$ cat src/rtl/vram_port_arbiter_if.sv
// vram_port_arbiter_if: requester and DDR2 command-port signals for vram_port_arbiter.
//   calib_done            memory calibration complete
//   rd_req/addr/bl/ack    read (scanout) requester handshake, bl = burst length - 1
//   wr_req/addr/bl/ack    write (render) requester handshake, wr_count = words in write FIFO
//   cmd_full/en/instr/bl/byte_addr  MCB command port
//   starve_cnt            debug view of the write starvation counter
//   slave modport: arbiter side; master modport: requesters/memory side.
interface vram_port_arbiter_if #(parameter int ADDR_W = 30);
    logic              calib_done;
    logic              rd_req;
    logic [ADDR_W-1:0] rd_addr;
    logic [5:0]        rd_bl;
    logic              rd_ack;
    logic              wr_req;
    logic [ADDR_W-1:0] wr_addr;
    logic [5:0]        wr_bl;
    logic [6:0]        wr_count;
    logic              wr_ack;
    logic              cmd_full;
    logic              cmd_en;
    logic [2:0]        cmd_instr;
    logic [5:0]        cmd_bl;
    logic [ADDR_W-1:0] cmd_byte_addr;
    logic [3:0]        starve_cnt;
    modport slave (
        input  calib_done, rd_req, rd_addr, rd_bl, wr_req, wr_addr, wr_bl, wr_count, cmd_full,
        output rd_ack, wr_ack, cmd_en, cmd_instr, cmd_bl, cmd_byte_addr, starve_cnt
    );
    modport master (
        output calib_done, rd_req, rd_addr, rd_bl, wr_req, wr_addr, wr_bl, wr_count, cmd_full,
        input  rd_ack, wr_ack, cmd_en, cmd_instr, cmd_bl, cmd_byte_addr, starve_cnt
    );
endinterface

$ cat src/rtl/vram_port_arbiter.sv
// vram_port_arbiter: shares one DDR2 command port between a priority read requester and a write requester.
//   clk    system clock, rising edge
//   reset  synchronous active-high reset
//   bus    vram_port_arbiter_if.slave: requester handshakes, command port, starve_cnt debug
//   Params: ADDR_W command byte-address width, STARVE_LIMIT max read grants while a write waits.
module vram_port_arbiter #(
    parameter int ADDR_W       = 30,
    parameter int STARVE_LIMIT = 4
) (
    input logic clk,
    input logic reset,
    vram_port_arbiter_if.slave bus
);
    typedef enum logic [1:0] {CAL, ARB, ISSUE, GAP} state_t;
    state_t            state;
    logic              sel_wr;
    logic              inc_pend;
    logic [2:0]        instr;
    logic [5:0]        bl;
    logic [ADDR_W-1:0] addr;
    logic [3:0]        starve;
    logic              rd_elig;
    logic              wr_elig;
    logic              pick_wr;
    logic              fire;
    assign rd_elig = bus.rd_req;
    // Write only becomes eligible once its whole burst is already in the data FIFO.
    assign wr_elig = bus.wr_req && (({1'b0, bus.wr_bl} + 7'd1) <= bus.wr_count);
    assign pick_wr = wr_elig && (!rd_elig || starve == 4'(STARVE_LIMIT));
    // Gated by reset so a reset landing in ISSUE never emits a command.
    assign fire = (state == ISSUE) && !bus.cmd_full && !reset;
    assign bus.cmd_en        = fire;
    assign bus.rd_ack        = fire && !sel_wr;
    assign bus.wr_ack        = fire && sel_wr;
    assign bus.cmd_instr     = instr;
    assign bus.cmd_bl        = bl;
    assign bus.cmd_byte_addr = addr;
    assign bus.starve_cnt    = starve;
    always_ff @(posedge clk) begin
        if (reset) begin
            state    <= CAL;
            sel_wr   <= 1'b0;
            inc_pend <= 1'b0;
            instr    <= 3'b000;
            bl       <= 6'd0;
            addr     <= '0;
            starve   <= 4'd0;
        end else if (!bus.calib_done) begin
            // Losing calibration discards any pending selection; the requester still holds req.
            state  <= CAL;
            starve <= 4'd0;
        end else begin
            case (state)
                CAL: state <= ARB;
                ARB: begin
                    if (!bus.wr_req) starve <= 4'd0;
                    if (rd_elig || wr_elig) begin
                        state    <= ISSUE;
                        sel_wr   <= pick_wr;
                        inc_pend <= wr_elig;
                        instr    <= pick_wr ? 3'b000 : 3'b001;
                        bl       <= pick_wr ? bus.wr_bl : bus.rd_bl;
                        addr     <= pick_wr ? bus.wr_addr : bus.rd_addr;
                    end
                end
                ISSUE: begin
                    if (!bus.cmd_full) begin
                        state <= GAP;
                        if (sel_wr) starve <= 4'd0;
                        else if (inc_pend && starve != 4'(STARVE_LIMIT)) starve <= starve + 4'd1;
                    end
                end
                default: state <= ARB;
            endcase
        end
    end
endmodule

$ cat src/flat_wrapper.sv
// flat-port wrapper written by rule: the top's interface ports become plain ports
module vram_port_arbiter_flat 
#(
    parameter int ADDR_W       = 30,
    parameter int STARVE_LIMIT = 4
)
  (clk, reset, bus_calib_done, bus_rd_req, bus_rd_addr, bus_rd_bl, bus_wr_req, bus_wr_addr, bus_wr_bl, bus_wr_count, bus_cmd_full, bus_rd_ack, bus_wr_ack, bus_cmd_en, bus_cmd_instr, bus_cmd_bl, bus_cmd_byte_addr, bus_starve_cnt);
  vram_port_arbiter_if #(.ADDR_W(ADDR_W)) bus_i ();
  input logic clk;
  input logic reset;
  input wire logic [$bits(bus_i.calib_done)-1:0] bus_calib_done;
  input wire logic [$bits(bus_i.rd_req)-1:0] bus_rd_req;
  input wire logic [$bits(bus_i.rd_addr)-1:0] bus_rd_addr;
  input wire logic [$bits(bus_i.rd_bl)-1:0] bus_rd_bl;
  input wire logic [$bits(bus_i.wr_req)-1:0] bus_wr_req;
  input wire logic [$bits(bus_i.wr_addr)-1:0] bus_wr_addr;
  input wire logic [$bits(bus_i.wr_bl)-1:0] bus_wr_bl;
  input wire logic [$bits(bus_i.wr_count)-1:0] bus_wr_count;
  input wire logic [$bits(bus_i.cmd_full)-1:0] bus_cmd_full;
  output wire logic [$bits(bus_i.rd_ack)-1:0] bus_rd_ack;
  output wire logic [$bits(bus_i.wr_ack)-1:0] bus_wr_ack;
  output wire logic [$bits(bus_i.cmd_en)-1:0] bus_cmd_en;
  output wire logic [$bits(bus_i.cmd_instr)-1:0] bus_cmd_instr;
  output wire logic [$bits(bus_i.cmd_bl)-1:0] bus_cmd_bl;
  output wire logic [$bits(bus_i.cmd_byte_addr)-1:0] bus_cmd_byte_addr;
  output wire logic [$bits(bus_i.starve_cnt)-1:0] bus_starve_cnt;
  assign bus_i.calib_done = bus_calib_done;
  assign bus_i.rd_req = bus_rd_req;
  assign bus_i.rd_addr = bus_rd_addr;
  assign bus_i.rd_bl = bus_rd_bl;
  assign bus_i.wr_req = bus_wr_req;
  assign bus_i.wr_addr = bus_wr_addr;
  assign bus_i.wr_bl = bus_wr_bl;
  assign bus_i.wr_count = bus_wr_count;
  assign bus_i.cmd_full = bus_cmd_full;
  assign bus_rd_ack = bus_i.rd_ack;
  assign bus_wr_ack = bus_i.wr_ack;
  assign bus_cmd_en = bus_i.cmd_en;
  assign bus_cmd_instr = bus_i.cmd_instr;
  assign bus_cmd_bl = bus_i.cmd_bl;
  assign bus_cmd_byte_addr = bus_i.cmd_byte_addr;
  assign bus_starve_cnt = bus_i.starve_cnt;
  vram_port_arbiter #(.ADDR_W(ADDR_W), .STARVE_LIMIT(STARVE_LIMIT)) u_core (.clk(clk), .reset(reset), .bus(bus_i));
endmodule
$ cat config.mk
export PLATFORM = sky130hd
export DESIGN_NAME = vram_port_arbiter_flat
export DESIGN_NICKNAME = d
export VERILOG_FILES = /design/src/rtl/vram_port_arbiter_if.sv /design/src/rtl/vram_port_arbiter.sv /design/src/flat_wrapper.sv
export SDC_FILE = /design/constraint.sdc
export NUM_CORES = 1
export LEC_CHECK = 0
export ABC_AREA = 1
export CAP_MARGIN = 25
export CORE_AREA = 2 2 101 103
export CTS_CLUSTER_DIAMETER = 60
export DETAILED_ROUTE_END_ITERATION = 10
export DIE_AREA = 0 0 103 105
export PLACE_DENSITY = 0.61
export SYNTH_ARGS = -nofsm -noshare
export SYNTH_HDL_FRONTEND = slang
export SYNTH_SLANG_ARGS = --single-unit
$ cat constraint.sdc
create_clock -name clk -period 3.4 [get_ports clk]
set_clock_uncertainty 0.05 [all_clocks]
set_input_delay 0.68 -clock clk [delete_from_list [all_inputs] [get_ports clk]]
set_output_delay 0.68 -clock clk [all_outputs]
set_load 0.02 [all_outputs]
Word level (Yosys, flattened, before mapping)
Cells that the tools add are included.
Widths: inputs -> output; s select.
{"block": "classes", "n_addsub": 2, "magnitude_cmp": 1, "eq_ne": 8, "mux": 11, "n_bitwise": 1, "reduce_logical": 18}
{"cell": "$mux 30", "n": 1}
{"cell": "$mux 4", "n": 4}
{"cell": "$pmux 4 s2", "n": 1}
{"cell": "$add 6x1->7 const B", "n": 1}
{"cell": "$le 7x7->1", "n": 1}
{"cell": "$logic_and 1x1->1", "n": 7}
{"cell": "$mux 6", "n": 1}
{"cell": "$add 4x1->4 const B", "n": 1}
{"cell": "$eq 4x3->1 const B", "n": 1}
{"cell": "$logic_not 1->1", "n": 4}
{"cell": "$mux 2", "n": 2}
{"cell": "$ne 2x2->1 const B", "n": 2}
{"cell": "$ne 4x3->1 const B", "n": 1}
{"cell": "$pmux 2 s2", "n": 1}
{"cell": "$reduce_and 4->1", "n": 1}
{"cell": "$ne 3x2->1 const B", "n": 1}
{"cell": "$reduce_and 3->1", "n": 1}
{"cell": "$eq 2x1->1 const B", "n": 1}
{"cell": "$eq 2x2->1 const B", "n": 1}
{"cell": "$logic_or 1x1->1", "n": 2}
{"cell": "$ne 2x1->1 const B", "n": 1}
{"cell": "$reduce_and 2->1", "n": 1}
{"cell": "$reduce_bool 2->1", "n": 1}
{"cell": "$reduce_or 2->1", "n": 1}
{"cell": "2 further kinds", "n": 2}
{"block": "word_totals", "reg_bits": 47, "input_bits": 85, "output_inout_bits": 46, "elab_cells": 48}

Depth between registers and ports, before layout
{"block": "logic_depth", "depth_word": 6, "mapped_depth": 18, "depth_no_buf": 16}

Worst setup path before layout
No wires, ideal clock.
{"block": "synth_path", "path_kind": "input-to-reg", "startpoint": "input bus_wr_bl[0]", "endpoint": "register u_core.bl[0], in the netlist u_core.bus.cmd_bl[0]", "arrival_time_ps": 2419, "required_ps": 3237, "slack_ps": 818, "cell_stages": 17, "path_buffers": 2, "cell_sequence": "ha_1 > nand3_1 > xor2_1 > inv_1 > ha_1 > nand2_1 > nand2_1 > a21oi_1 > nand2_1 > nand2_2 > buf_6 > nand3_4 > buf_4 > nand2_1 > nand2_1 > nor2_1 > nor2_1"}
{"block": "synth_between", "elab_chain_cells": 5}
{"item": "start: declaration", "line": "flat_wrapper.sv:17", "source": "input wire logic [$bits(bus_i.wr_bl)-1:0] bus_wr_bl;"}
{"item": "$add 6x1->7", "line": "vram_port_arbiter.sv:28", "source": "assign wr_elig = bus.wr_req && (({1'b0, bus.wr_bl} + 7'd1) <= bus.wr_count);"}
{"item": "$le 7x7->1", "line": "vram_port_arbiter.sv:28"}
{"item": "$logic_and 1x1->1", "line": "vram_port_arbiter.sv:28"}
{"item": "$logic_or 1x1->1 / $logic_and 1x1->1 (equally long branches)", "line": "vram_port_arbiter.sv:57, vram_port_arbiter.sv:29"}
{"item": "$reduce_and 3->1 (no source line) / $mux 6 (equally long branches)"}
{"item": "end signal: assignment", "line": "vram_port_arbiter.sv:62", "source": "bl <= pick_wr ? bus.wr_bl : bus.rd_bl;"}
{"item": "end: declaration", "line": "vram_port_arbiter.sv:19", "source": "logic [5:0] bl;"}
Parallel ways exist; a longest one is shown, timed or not.
A chain may end at the register's enable or synchronous reset.

Worst setup path in the final report
{"block": "layout_path", "startpoint": "input bus_wr_bl[1]", "endpoint": "register u_core.addr[2], in the netlist u_core.bus.cmd_byte_addr[2]"}
{"block": "layout_between", "elab_chain_cells": 5}
{"item": "$add 6x1->7 *", "line": "vram_port_arbiter.sv:28"}
{"item": "$le 7x7->1 *", "line": "vram_port_arbiter.sv:28"}
{"item": "$logic_and 1x1->1 *", "line": "vram_port_arbiter.sv:28"}
{"item": "$logic_or 1x1->1 / $logic_and 1x1->1 (equally long branches)", "line": "vram_port_arbiter.sv:57, vram_port_arbiter.sv:29"}
{"item": "$reduce_and 3->1 (no source line) / $mux 30 (equally long branches)"}
{"item": "end signal: assignment", "line": "vram_port_arbiter.sv:63", "source": "addr <= pick_wr ? bus.wr_addr : bus.rd_addr;"}
{"item": "end: declaration", "line": "vram_port_arbiter.sv:20", "source": "logic [ADDR_W-1:0] addr;"}
Every way passes the cells marked *; elsewhere a longest branch is shown, timed or not.

==> reports/metrics.csv <==
metric,value,unit
vias in the first global route,3139,
Hold Buf Count CTS,0,
Non-Filler Instances,723,
Leak Pwr,2.125,nW
post-synthesis sequential area ratio,0.3140,
Starting Density,0.2976,
GPL Wtd Cong,0.7878,
buffers added on ports,128,
CTS buffer count,5,
Pre-antenna DRT Iters,5,
status,completed,
Worst path depth,16,
H-tree levels,2,
slowest cell on the critical path,clkdlybuf4s50_1,
Worst Setup EP,u_core.bus.cmd_byte_addr[2],
core area,0.009639,mm^2
Required @ worst endpoint,3540,ps
Via Count,3191,
n_diodes,0,
IO Pins,131,
Rows,36,
crit share post-route,0.9013,
Routed wire per std cell,11.88,um
post-CTS resize count,0,
ANT nets after route,0,
Clk Tree Root Cell,clkbuf_8,
peak fanout along the critical path,28,
Clock Latency Late Sink,290,ps
crit path capture type,register,
Yosys cell types,25,
Worst R2R Setup Slack,1540,ps
clock-pin slew on the worst setup and hold paths,90,ps
Residual DRC,0,
Setup WS post-layout,335.7,ps
Fin. Hold Viols,0,
die area,0.01082,mm^2
FF-to-FF path depth,8,
Die W,103,um
syn avg cell area,6.078,um^2
DP HPWL,6332,um
pre-CTS setup slack,5.582,ps
CP max stage delay,510,ps
first-pass GRT wire length,14300,um
Peak VDD IR,0.1637,mV
final setup fails,0,
worst hold path type,register to register,
grt total ovfl,0,
Syn Inst Count,472,
crit path time final,3064,ps
Critical R2R Capture,u_core.bus.starve_cnt[3],
synth warn,0,
largest net degree at the start of global routing,48,
setup bufs post-CTS,0,
die height,105,um
Critical Path Start,bus_wr_bl[1],
setup_tns,0,ps
gr usage total,0.1616,
most frequent cells in the layout,"169 x nand2_1, 127 x clkdlybuf4s50_1, 79 x nor2_1",
Critical Path Start Type,primary input,
Final Util,0.4508,
max capacitance violation total,0,
worst path bufs/invs,3,
Max Freq,0.3263,GHz
nets@finish,686,
hold slack,424.6,ps
Placed Area,0.004244,mm^2
# clock sinks,45,
"Design Area, Final",0.004345,mm^2
RSZ-0062 raised after global routing,no,
"Cell Chain, Critical Path",clkdlybuf4s50_1 > ha_1 > nand3_1 > nor3b_1 > ha_1 > nand2_1 > inv_1 > a21oi_1 > nand2_1 > nand2_2 > nand2_2 > nand2_2 > nand2_2 > buf_4 > nor2_1 > nor2_1,
worst flop-to-flop path startpoint,u_core.state[0],
Power Total,1.332,mW
placed cells,715,
initial antenna violation count,1,
synthesized flop and latch total,45,
Worst Path Arrival,3200,ps
CP dominant cell by count,nand2_2,
CTS tree,done,
initial detailed-routing violation count,76,
Syn Std Cell Area,0.002869,mm^2
layout cells sized above 1,0.04407,
Worst Tran Pin Value,838.3,ps
"most common cell after layout, fill and taps aside",nand2_1,
relative slew slack,0.4412,
Top Family by Delay on Critical Path,simple AND/OR/NAND/NOR gates,
Final Max Tran Viols,0,
CTS Buffer Depth,2,
Syn-to-layout area delta,51.46,%
Detailed Route WL,8586,um
Vias/cell,4.414,
PD cells,306.4,mW/mm^2
Crit Path Class,primary input to register,
-- synth_stat cells --
library cell  instances  area [um^2]
nand3_4               1        17.52
clkbuf_1              9        33.78
nor2_1               79        296.5
nand2_2               5        31.28
nand3_1               6        30.03
o21ai_0               1        5.000
buf_2                 6        30.03
or2_2                 1        6.260
xor2_1                4        35.03
ha_1                 12        150.1
buf_4                 7        52.55
dfxtp_1              45        900.9
nand4_1              38        237.7
buf_6                 5        56.30
conb_1                1        3.750
nor2_2                1        6.260
nand3b_1              2        15.01
a21oi_1              11        55.05
nor3b_1               1        7.510
nor3_1                2        10.01
a211oi_1              1        7.510
buf_1                 1        3.750
and3_1                1        6.260
nand2_1             169        634.4
inv_1                63        236.5
-- cell families after synthesis --
logic type,after synthesis,synth area share
buffers and inverters,91,0.1439
DFF,45,0.3140
and+or+nand+nor,306,0.4527
AOI/OAI and AO/OA,13,0.02355
xor gates and xnor gates,4,0.01221
adders and majority gates,12,0.05233
other,1,0.001307
-- tightest hold or removal path, stage by stage, from the launching register on --
cell	delay [ps]
dfxtp_1	320
nand2_1	60
a21oi_1	50
-- final cells by class --
class	instances	area (um^2)
Clock inverter	1	5.005
Clock buffer	7	96.34
Timing Repair Buffer	137	1381
Tap cell	133	166.4
Inverter	63	236.5
Fill cell	1032	5294
Multi-Input combinational cell	337	1559
Sequential cell	45	900.9
-- how the worst min path moves through the flow --
| stage | from | endpoint | cells past startpoint |
|---|---|---|---|
| floorplan | u_core.state[0] | u_core.state[0] | 2 |
| global placement | u_core.bus.cmd_instr[0] | u_core.bus.cmd_instr[0] | 2 |
| detailed placement | u_core.bus.cmd_instr[0] | u_core.bus.cmd_instr[0] | 2 |
| CTS | u_core.bus.cmd_instr[0] | u_core.bus.cmd_instr[0] | 2 |
| global route | u_core.bus.cmd_instr[0] | u_core.bus.cmd_instr[0] | 2 |
| finish | u_core.bus.cmd_instr[0] | u_core.bus.cmd_instr[0] | 2 |
-- power by group --
group | total [mW] | internal, mW | switching [mW]
logic | 0.404 | 0.199 | 0.205
registers | 0.565 | 0.551 | 0.0136
clock network | 0.362 | 0.184 | 0.179
total | 1.33 | 0.934 | 0.397
-- metal layers --
layer,wire [um],track usage,part of all wire,vias to the layer above
met2,4073,0.2885,0.47,97
met4,23,0.02350,0.0027,2
li1,-,-,-,1680
met3,659,0.04615,0.077,4
met5,12,0,0.0014,-
met1,3817,0.1931,0.44,1408
-- flip-flops by register name, summed over array words and instances, names as in the netlist --
signal	flops
u_core.bus.cmd_byte_addr	30
u_core.state	2
u_core.sel_wr	1
u_core.inc_pend	1
u_core.bus.starve_cnt	4
u_core.bus.cmd_bl	6
u_core.bus.cmd_instr	1
Note: power is estimated with default switching activity, not from simulation.
